===== config.mk =====
export PLATFORM = sky130hd
export DESIGN_NAME = periph_bridge
export DESIGN_NICKNAME = d
export VERILOG_FILES = /design/src/rtl/periph_pkg.sv /design/src/rtl/periph_addr_decode.sv /design/src/rtl/periph_bridge.sv
export SDC_FILE = /design/constraint.sdc
export NUM_CORES = 1
export LEC_CHECK = 0
export ABC_AREA = 0
export BUFFER_PORTS_ARGS = -buffer_cell sky130_fd_sc_hd__buf_2
export CAP_MARGIN = 20
export CORE_AREA = 2 2 122 124
export CTS_CLUSTER_SIZE = 14
export DETAILED_ROUTE_END_ITERATION = 16
export DIE_AREA = 0 0 124 126
export PLACE_DENSITY = 0.61
export SYNTH_ARGS = -nofsm -noshare
export SYNTH_HDL_FRONTEND = slang
export SYNTH_SLANG_ARGS = --single-unit

===== constraint.sdc =====
create_clock -name clk -period 4.95 [get_ports clk]
set_input_delay 0.2475 -clock clk [delete_from_list [all_inputs] [get_ports clk]]
set_output_delay 0.2475 -clock clk [all_outputs]
set_load 0.02 [all_outputs]

===== src/rtl/periph_pkg.sv =====
// Shared constants and types for the peripheral bridge: port count, peripheral
// base pages (addr[31:12]) and the bridge FSM state encoding.
package periph_pkg;

  localparam int unsigned N_SLAVES_DEF = 4;
  localparam int unsigned MAX_SLAVES   = 8;

  localparam logic [19:0] TIMER32_BASE = 20'h00021;
  localparam logic [19:0] GPIO_BASE    = 20'h00022;
  localparam logic [19:0] UART_BASE    = 20'h00023;
  localparam logic [19:0] SPI_BASE     = 20'h00024;
  localparam logic [19:0] AUX0_BASE    = 20'h00025;
  localparam logic [19:0] AUX1_BASE    = 20'h00026;
  localparam logic [19:0] AUX2_BASE    = 20'h00027;
  localparam logic [19:0] AUX3_BASE    = 20'h00028;

  // Port i occupies bits [i*20 +: 20]; port 0 is the least significant slot.
  localparam logic [MAX_SLAVES*20-1:0] SLV_BASE_DEF = {
    AUX3_BASE, AUX2_BASE, AUX1_BASE, AUX0_BASE,
    SPI_BASE,  UART_BASE, GPIO_BASE, TIMER32_BASE
  };

  typedef enum logic [2:0] {
    ST_IDLE,
    ST_REQ,
    ST_RESP,
    ST_DERR,
    ST_ERESP
  } state_t;

endpackage


===== src/rtl/periph_addr_decode.sv =====
// Combinational page decoder: matches addr[31:12] against each port base,
// lowest-numbered matching port wins.
module periph_addr_decode
  import periph_pkg::*;
#(
  parameter int unsigned                N_SLAVES = N_SLAVES_DEF,
  parameter logic [MAX_SLAVES*20-1:0]   SLV_BASE = SLV_BASE_DEF
) (
  input  logic [31:12] addr,
  output logic         hit,
  output logic [2:0]   sel
);

  always_comb begin
    hit = 1'b0;
    sel = '0;
    for (int unsigned i = 0; i < N_SLAVES; i++) begin
      if (!hit && (addr == SLV_BASE[i*20 +: 20])) begin
        hit = 1'b1;
        sel = 3'(i);
      end
    end
  end

endmodule


===== src/rtl/periph_bridge.sv =====
// Single-outstanding bridge from one master port to N_SLAVES peripheral ports,
// with decode errors and a per-phase wait timeout turned into error responses.
module periph_bridge
  import periph_pkg::*;
#(
  parameter int unsigned              N_SLAVES = N_SLAVES_DEF,
  parameter logic [MAX_SLAVES*20-1:0] SLV_BASE = SLV_BASE_DEF,
  parameter logic [7:0]               TIMEOUT  = 8'd255
) (
  input  logic                     clk,
  input  logic                     rst,
  input  logic                     m_req,
  input  logic                     m_we,
  input  logic [3:0]               m_be,
  input  logic [31:0]              m_addr,
  input  logic [31:0]              m_wdata,
  output logic                     m_gnt,
  output logic                     m_rvalid,
  output logic                     m_err,
  output logic [31:0]              m_rdata,
  output logic [N_SLAVES-1:0]      s_req,
  output logic                     s_we,
  output logic [3:0]               s_be,
  output logic [31:0]              s_addr,
  output logic [31:0]              s_wdata,
  input  logic [N_SLAVES-1:0]      s_gnt,
  input  logic [N_SLAVES-1:0]      s_rvalid,
  input  logic [N_SLAVES*32-1:0]   s_rdata
);

  state_t      state, state_nx;
  logic [7:0]  cnt;
  logic [2:0]  sel_q;
  logic        dec_hit;
  logic [2:0]  dec_sel;
  logic        gnt_sel;
  logic        rv_sel;
  logic [31:0] rdata_sel;
  logic        tmo;

  periph_addr_decode #(
    .N_SLAVES (N_SLAVES),
    .SLV_BASE (SLV_BASE)
  ) u_decode (
    .addr (m_addr[31:12]),
    .hit  (dec_hit),
    .sel  (dec_sel)
  );

  // Only the selected port's handshake is ever looked at.
  always_comb begin
    gnt_sel   = 1'b0;
    rv_sel    = 1'b0;
    rdata_sel = '0;
    for (int unsigned i = 0; i < N_SLAVES; i++) begin
      if (sel_q == 3'(i)) begin
        gnt_sel   = s_gnt[i];
        rv_sel    = s_rvalid[i];
        rdata_sel = s_rdata[i*32 +: 32];
      end
    end
  end

  // 9-bit compare so TIMEOUT=255 cannot wrap; this is the last waiting cycle.
  assign tmo = ({1'b0, cnt} + 9'd1) >= {1'b0, TIMEOUT};

  always_comb begin
    state_nx = state;
    m_gnt    = 1'b0;
    m_rvalid = 1'b0;
    m_err    = 1'b0;
    m_rdata  = '0;
    s_req    = '0;
    case (state)
      ST_IDLE: begin
        if (m_req) state_nx = dec_hit ? ST_REQ : ST_DERR;
      end
      ST_REQ: begin
        for (int unsigned i = 0; i < N_SLAVES; i++) s_req[i] = (sel_q == 3'(i));
        m_gnt = gnt_sel;
        if (gnt_sel)  state_nx = ST_RESP;
        else if (tmo) state_nx = ST_DERR;
      end
      ST_RESP: begin
        m_rvalid = rv_sel;
        m_rdata  = rdata_sel;
        if (rv_sel)   state_nx = ST_IDLE;
        else if (tmo) state_nx = ST_ERESP;
      end
      ST_DERR: begin
        m_gnt    = 1'b1;
        state_nx = ST_ERESP;
      end
      ST_ERESP: begin
        m_rvalid = 1'b1;
        m_err    = 1'b1;
        state_nx = ST_IDLE;
      end
      default: state_nx = ST_IDLE;
    endcase
  end

  always_ff @(posedge clk) begin
    if (!rst) begin
      state   <= ST_IDLE;
      cnt     <= '0;
      sel_q   <= '0;
      s_we    <= 1'b0;
      s_be    <= '0;
      s_addr  <= '0;
      s_wdata <= '0;
    end else begin
      state <= state_nx;
      if (state_nx != state)
        cnt <= '0;
      else if (state == ST_REQ || state == ST_RESP)
        cnt <= cnt + 8'd1;
      if (state == ST_IDLE && m_req) begin
        sel_q   <= dec_sel;
        s_we    <= m_we;
        s_be    <= m_be;
        s_addr  <= m_addr;
        s_wdata <= m_wdata;
      end
    end
  end

endmodule

==> results.toml, run 1 <==
[power]
p_comb_share_pct = 23.0
cellLeakagePower_nw = 2.94
peakVddDrop_v = 0.000158
internal_power_mw = 1.28
power.net_switching_mw = 0.546
p_sw_share_pct = 29.8
clkPwrFrac_pct = 37.0
seqPwrFrac_pct = 40.0
power.density_nw_per_um2 = 289
totalPowerFinal_mw = 1.83

[global_route]
antenna_found_initial = 2
grt_max_degree = 74
grt_usage_pct = 18.8
grt_pass1_wl_um = 23000
grt_pass1_vias = 4583
gr-total-overflow = 0

[timing]
fin_setup_tns_ps = 0
slew_headroom_pct = 39.9
final_max_slew_viol_count = 0
fin_crit_sh_pct = 54.9
hold_violations = 0
period_needed_ps = 2720
worst_hold_slack_ps = 145
fin_skew_ps = 9.36
rsz0062_at_grt = "false"
fmax_mhz = 368
worst_slack_ps = 2230
setup_viol = 0
max_slew.worst_pin.slew_ps = 902

[setup_path]
crit_path_max_incr_delay_ps = 740
crit_path_top_delay_cell = "dfxtp_2"
path_max_fanout = 22
crit_type = "reg -> out"
cp.required_ps = 4700
cp_top_family = "flip-flops"
end_kind = "output pin"
cp.arrival_ps = 2470
startpoint_type = "register"
crit_chain = "buf_4 > mux4_2 > a21o_1 > buf_2"
r2r_setup_slack_ps = 2280
worst-path-buf-inv = 2

[synth]
synth_edf_count = 0
syn-instance-count = 507
ys_seq_elements = 82
ys_seq_area_share_pct = 38.0
synthesis.nets = 717
synth_cell_types = 44
ys_warn_count = 0
synth_area_per_cell_sq_um = 8.52
synth_async_sr_flop_share_pct = 0
synth_flop_cell = "dfxtp_1"
synth_area_sq_um = 4320

[cells_and_area]
final_cell_area_sq_um = 6330
final_util_pct = 44.2
syn2layout_area_growth_pct = 46.5
final_nets = 1010
stdcell_count = 991
drive_gt1_share_pct = 47.2

[routing]
drcViolationCount = 0
vias_per_cell = 4.72
num_vias = 4680
wl_per_cell_um = 15.7
drt_wl_total_um = 15600
ant_nets = 0
first_pass_iters = 4
drt-initial-drc-count = 188

[floorplanning]
die_w_um = 124
coreArea_sq_um = 14300
ios = 316
initial_utilization_pct = 30.2
fp.dieArea_sq_um = 15600
row_count = 44
die_h_um = 126

[cts]
clock_sinks = 82
cts_tree = "built"
root_buffer = "clkbuf_16"
cts-resized-gates = 0
cts-buffers-inserted = 9
clkLatencyLatePin_ps = 330
clk_pin_slew_ps = 70
cts.path.max_buffers = 2
post_cts_buffers = 0
htree_levels = 3
cts_hold_repair.buffers = 0

[worst_hold_path]
hold_path_class = "in -> reg"

[place]
port_buffers = 315
place.gp.congestion = 0.821
hpwl_um = 12100
dpl_cell_area_sq_um = 6020
placed_cells = 973
preCtsSetupSlack_ps = 2250

[flow_run]
cap_violations = 0

[status]
run_status = "finished, final reports clean"
state kept, by name (all words and copies together) (netlist names):
name,flops
s_addr,32
sel_q,2
s_we,1
cnt,8
s_wdata,32
s_be,4
state,3
Yosys cell counts (all sizes together) (2+ instances only):
| cell type | instances | area (sq um) |
|---|---|---|
| xnor2 | 7 | 61.3 |
| mux4 | 34 | 766 |
| a22oi | 2 | 15.0 |
| xor2 | 3 | 26.3 |
| nand2b | 3 | 18.8 |
| a211oi | 2 | 15.0 |
| clkbuf | 30 | 113 |
| nor4 | 3 | 18.8 |
| nor3 | 7 | 35.0 |
| nand3 | 4 | 32.5 |
| dfxtp | 82 | 1640 |
| nor2b | 34 | 213 |
| ha | 2 | 25.0 |
| nand2 | 152 | 571 |
| nor3b | 2 | 15.0 |
| buf | 8 | 38.8 |
| nor2 | 25 | 93.8 |
| o21ai | 5 | 25.0 |
| a21oi | 73 | 365 |
| inv | 6 | 22.5 |
| or3 | 2 | 12.5 |
worst paths after layout:
kind	start	to	depth (start not counted)
setup / recovery	sel_q[0]	m_rvalid	4
hold / removal	m_be[0]	s_be[0]	3
setup reg to reg	sel_q[0]	cnt[1]	7
hold reg to reg	s_addr[18]	s_addr[18]	2
cell type report:
cell class / count / area, sq um
tap: 184 / 230
inverter: 6 / 22.5
multi-input combinational: 381 / 2510
timing repair buffer: 320 / 1610
antenna: 2 / 5.00
sequential: 82 / 1640
clock inverter: 5 / 61.3
fill: 1487 / 7980
clock buffer: 11 / 243
logic make-up (layout without fill, tap and decap cells):
family / Yosys count / in the layout / synth area share (%)
DFF: 82 / 82 / 38.0
adders and majority gates: 2 / 2 / 0.579
AOI/OAI and AO/OA: 94 / 94 / 12.6
buffers and inverters: 44 / 342 / 4.03
other: 0 / 2 / 0
muxes: 34 / 34 / 17.7
xor gates and xnor gates: 10 / 10 / 2.03
and+or+nand+nor: 241 / 241 / 25.1
cell usage in the layout (no fill, tap or decap), types with 2 or more instances in the layout:
cell type	netlist	layout
diode_2	0	2
mux4_2	34	34
a21oi_1	73	73
clkbuf_16	0	9
nor3b_1	2	2
dfxtp_2	0	2
buf_4	0	5
a22oi_1	2	2
nor2b_1	34	34
o21ai_0	5	5
nor3_1	7	6
nand3_1	3	3
xnor2_1	7	7
xor2_1	3	3
nand2b_1	3	3
nor4_1	3	3
nor2_1	25	25
clkinv_4	0	2
buf_2	7	315
ha_1	2	2
nand2_1	152	152
inv_1	6	5
a211oi_1	2	2
dfxtp_1	82	80
worst reg2reg max path: stages (launching register included):
cell      delay [ps]
dfxtp_2          740
buf_4            440
mux4_2           610
nor2_1           150
nand2_1           80
a21oi_1          200
a32oi_4          120
a211oi_1         240
power by group through the flow:
stage	logic (mW)	registers (mW)	clock network, mW
after floorplan	0.192	0.793	0
after global placement	0.423	0.745	0
after detailed placement	0.426	0.747	0
after CTS	0.427	0.733	0.697
after global routing	0.463	0.739	0.728
final	0.421	0.732	0.677
metal layers:
layer	share of wire [%]	GRT usage [%]	vias to the layer above	routed length (um)
li1	-	-	2327	-
met1	38	20.5	2127	5990
met2	50	33.5	202	7770
met3	9.6	6.39	24	1490
met4	2.2	6.81	0	340
met5	0	0	-	0
Power figures use the tool's default switching activity.
==> run 2: changes to the inputs <==
Settings changed: PLACE_DENSITY 0.61 to 0.63.
Clock period 4.95 ns to 2.2 ns, I/O delays scaled along.
==> results.toml, run 2 (synthesized netlist as in run 1, its figures left out) <==
[routing]
first_pass_iters = 4
drt-initial-drc-count = 180
wl_per_cell_um = 16.5
vias_per_cell = 4.79
num_vias = 4900
ant_nets = 0
drcViolationCount = 0
drt_wl_total_um = 16900

[global_route]
grt_pass1_vias = 4701
grt_pass1_wl_um = 24500
antenna_found_initial = 5
gr-total-overflow = 0
grt_usage_pct = 20.7
grt_max_degree = 74

[worst_hold_path]
hold_path_class = "in -> reg"

[power]
clkPwrFrac_pct = 35.7
internal_power_mw = 2.92
power.net_switching_mw = 1.21
seqPwrFrac_pct = 39.8
peakVddDrop_v = 0.000418
cellLeakagePower_nw = 3.08
p_sw_share_pct = 29.4
power.density_nw_per_um2 = 623
p_comb_share_pct = 24.5

[cells_and_area]
drive_gt1_share_pct = 47.7
reg_top3 = "s_addr (32), s_wdata (32), cnt (8)"
final_nets = 1039
syn2layout_area_growth_pct = 53.4
layout_common_cells = "buf_2, nand2_1, dfxtp_1"
final_util_pct = 46.3
final_common_cell = "buf_2"
stdcell_count = 1023

[flow_run]
cap_violations = 0

[timing]
slew_headroom_pct = 70.8
fin_skew_ps = 6.85
final_max_slew_viol_count = 0
max_slew.worst_pin.slew_ps = 438
fin_crit_sh_pct = 92.7
setup_viol = 0
fin_setup_tns_ps = 0
period_needed_ps = 2040
fmax_mhz = 491
rsz0062_at_grt = "false"
hold_violations = 0

[setup_path]
end_kind = "output pin"
startpoint_type = "register"
cp.arrival_ps = 1930
path_max_fanout = 20
crit_type = "reg -> out"
cp.required_ps = 2090

[cts]
cts_tree = "built"
clk_pin_slew_ps = 60
root_buffer = "clkbuf_16"
post_cts_buffers = 0
clock_sinks = 82
clkLatencyLatePin_ps = 330
cts-buffers-inserted = 9
htree_levels = 3
cts.path.max_buffers = 2

[floorplanning]
initial_utilization_pct = 30.2
row_count = 44
die_w_um = 124
die_h_um = 126
ios = 316
coreArea_sq_um = 14300
fp.dieArea_sq_um = 15600

[place]
port_buffers = 315
place.gp.congestion = 0.856
hpwl_um = 13400
placed_cells = 988

[status]
run_status = "finished, final reports clean"
-- run 2: changes by cell type in the layout (fill, tap and decap cells not counted), sizes merged --
cell / previous run / this run
buf: 320 / 335
dlygate4sd3: 0 / 14
diode: 2 / 6
clkinvlp: 0 / 2
clkbuf: 11 / 10
clkinv: 3 / 2
inv: 7 / 6
-- run 2: critical path, cell delays in order, from the launching register on --
cell     delay (ps)
dfxtp_2         390
buf_6           270
mux4_2          590
nor2b_1         160
buf_2           180
-- run 2: power by group through the flow --
stage | logic, mW | registers [mW] | clock network [mW]
2_1_floorplan | 0.432 | 1.78 | 0
3_5_place_dp | 1.00 | 1.68 | 0
6_report | 1.01 | 1.65 | 1.48
4_1_cts | 1.02 | 1.65 | 1.53
5_1_grt | 1.11 | 1.66 | 1.60
3_3_place_gp | 0.995 | 1.67 | 0
-- run 2: stage by stage --
stage                     setup slack [ps]  total power, mW  instance area, sq um  hold slack, ps
after floorplan                        218             2.22                  4320             246
after global placement                 152             2.67                  6170             351
after detailed placement               138             2.68                  6170             356
after CTS                             39.1             4.19                  6610           0.208
after global routing                  5.46             4.37                  6630            8.66
final                                  161             4.13                  6630            12.8
-- run 2: cell type report --
type,instances,area (sq um)
Clock buffer,10,239
Sequential cell,82,1650
Clock inverter,5,55.1
Antenna cell,6,15.0
Multi-Input combinational cell,381,2510
Fill cell,1465,7690
Timing Repair Buffer,349,1910
Inverter,6,22.5
Tap cell,184,230
-- run 2: metal layers --
layer | track usage [%] | part of all wire, %
met1 | 23.2 | 39
met2 | 36.2 | 50
met3 | 5.84 | 8.1
met4 | 9.25 | 3.6
met5 | 0 | 0
-- run 2: what timing repair did --
action / in CTS / in global routing
resized for setup: 0 / 3
hold buffers: 14 / 0
setup endpoints to repair: 0 / 9
hold endpoints to repair: 14 / 0
-- run 2: worst paths after layout --
path	from	slack [ps]	cells past startpoint	end
max	sel_q[0]	160	4	m_rdata[0]
min	m_wdata[11]	10	3	s_wdata[11]
max reg2reg	cnt[4]	190	7	cnt[3]
min reg2reg	s_wdata[3]	450	2	s_wdata[3]
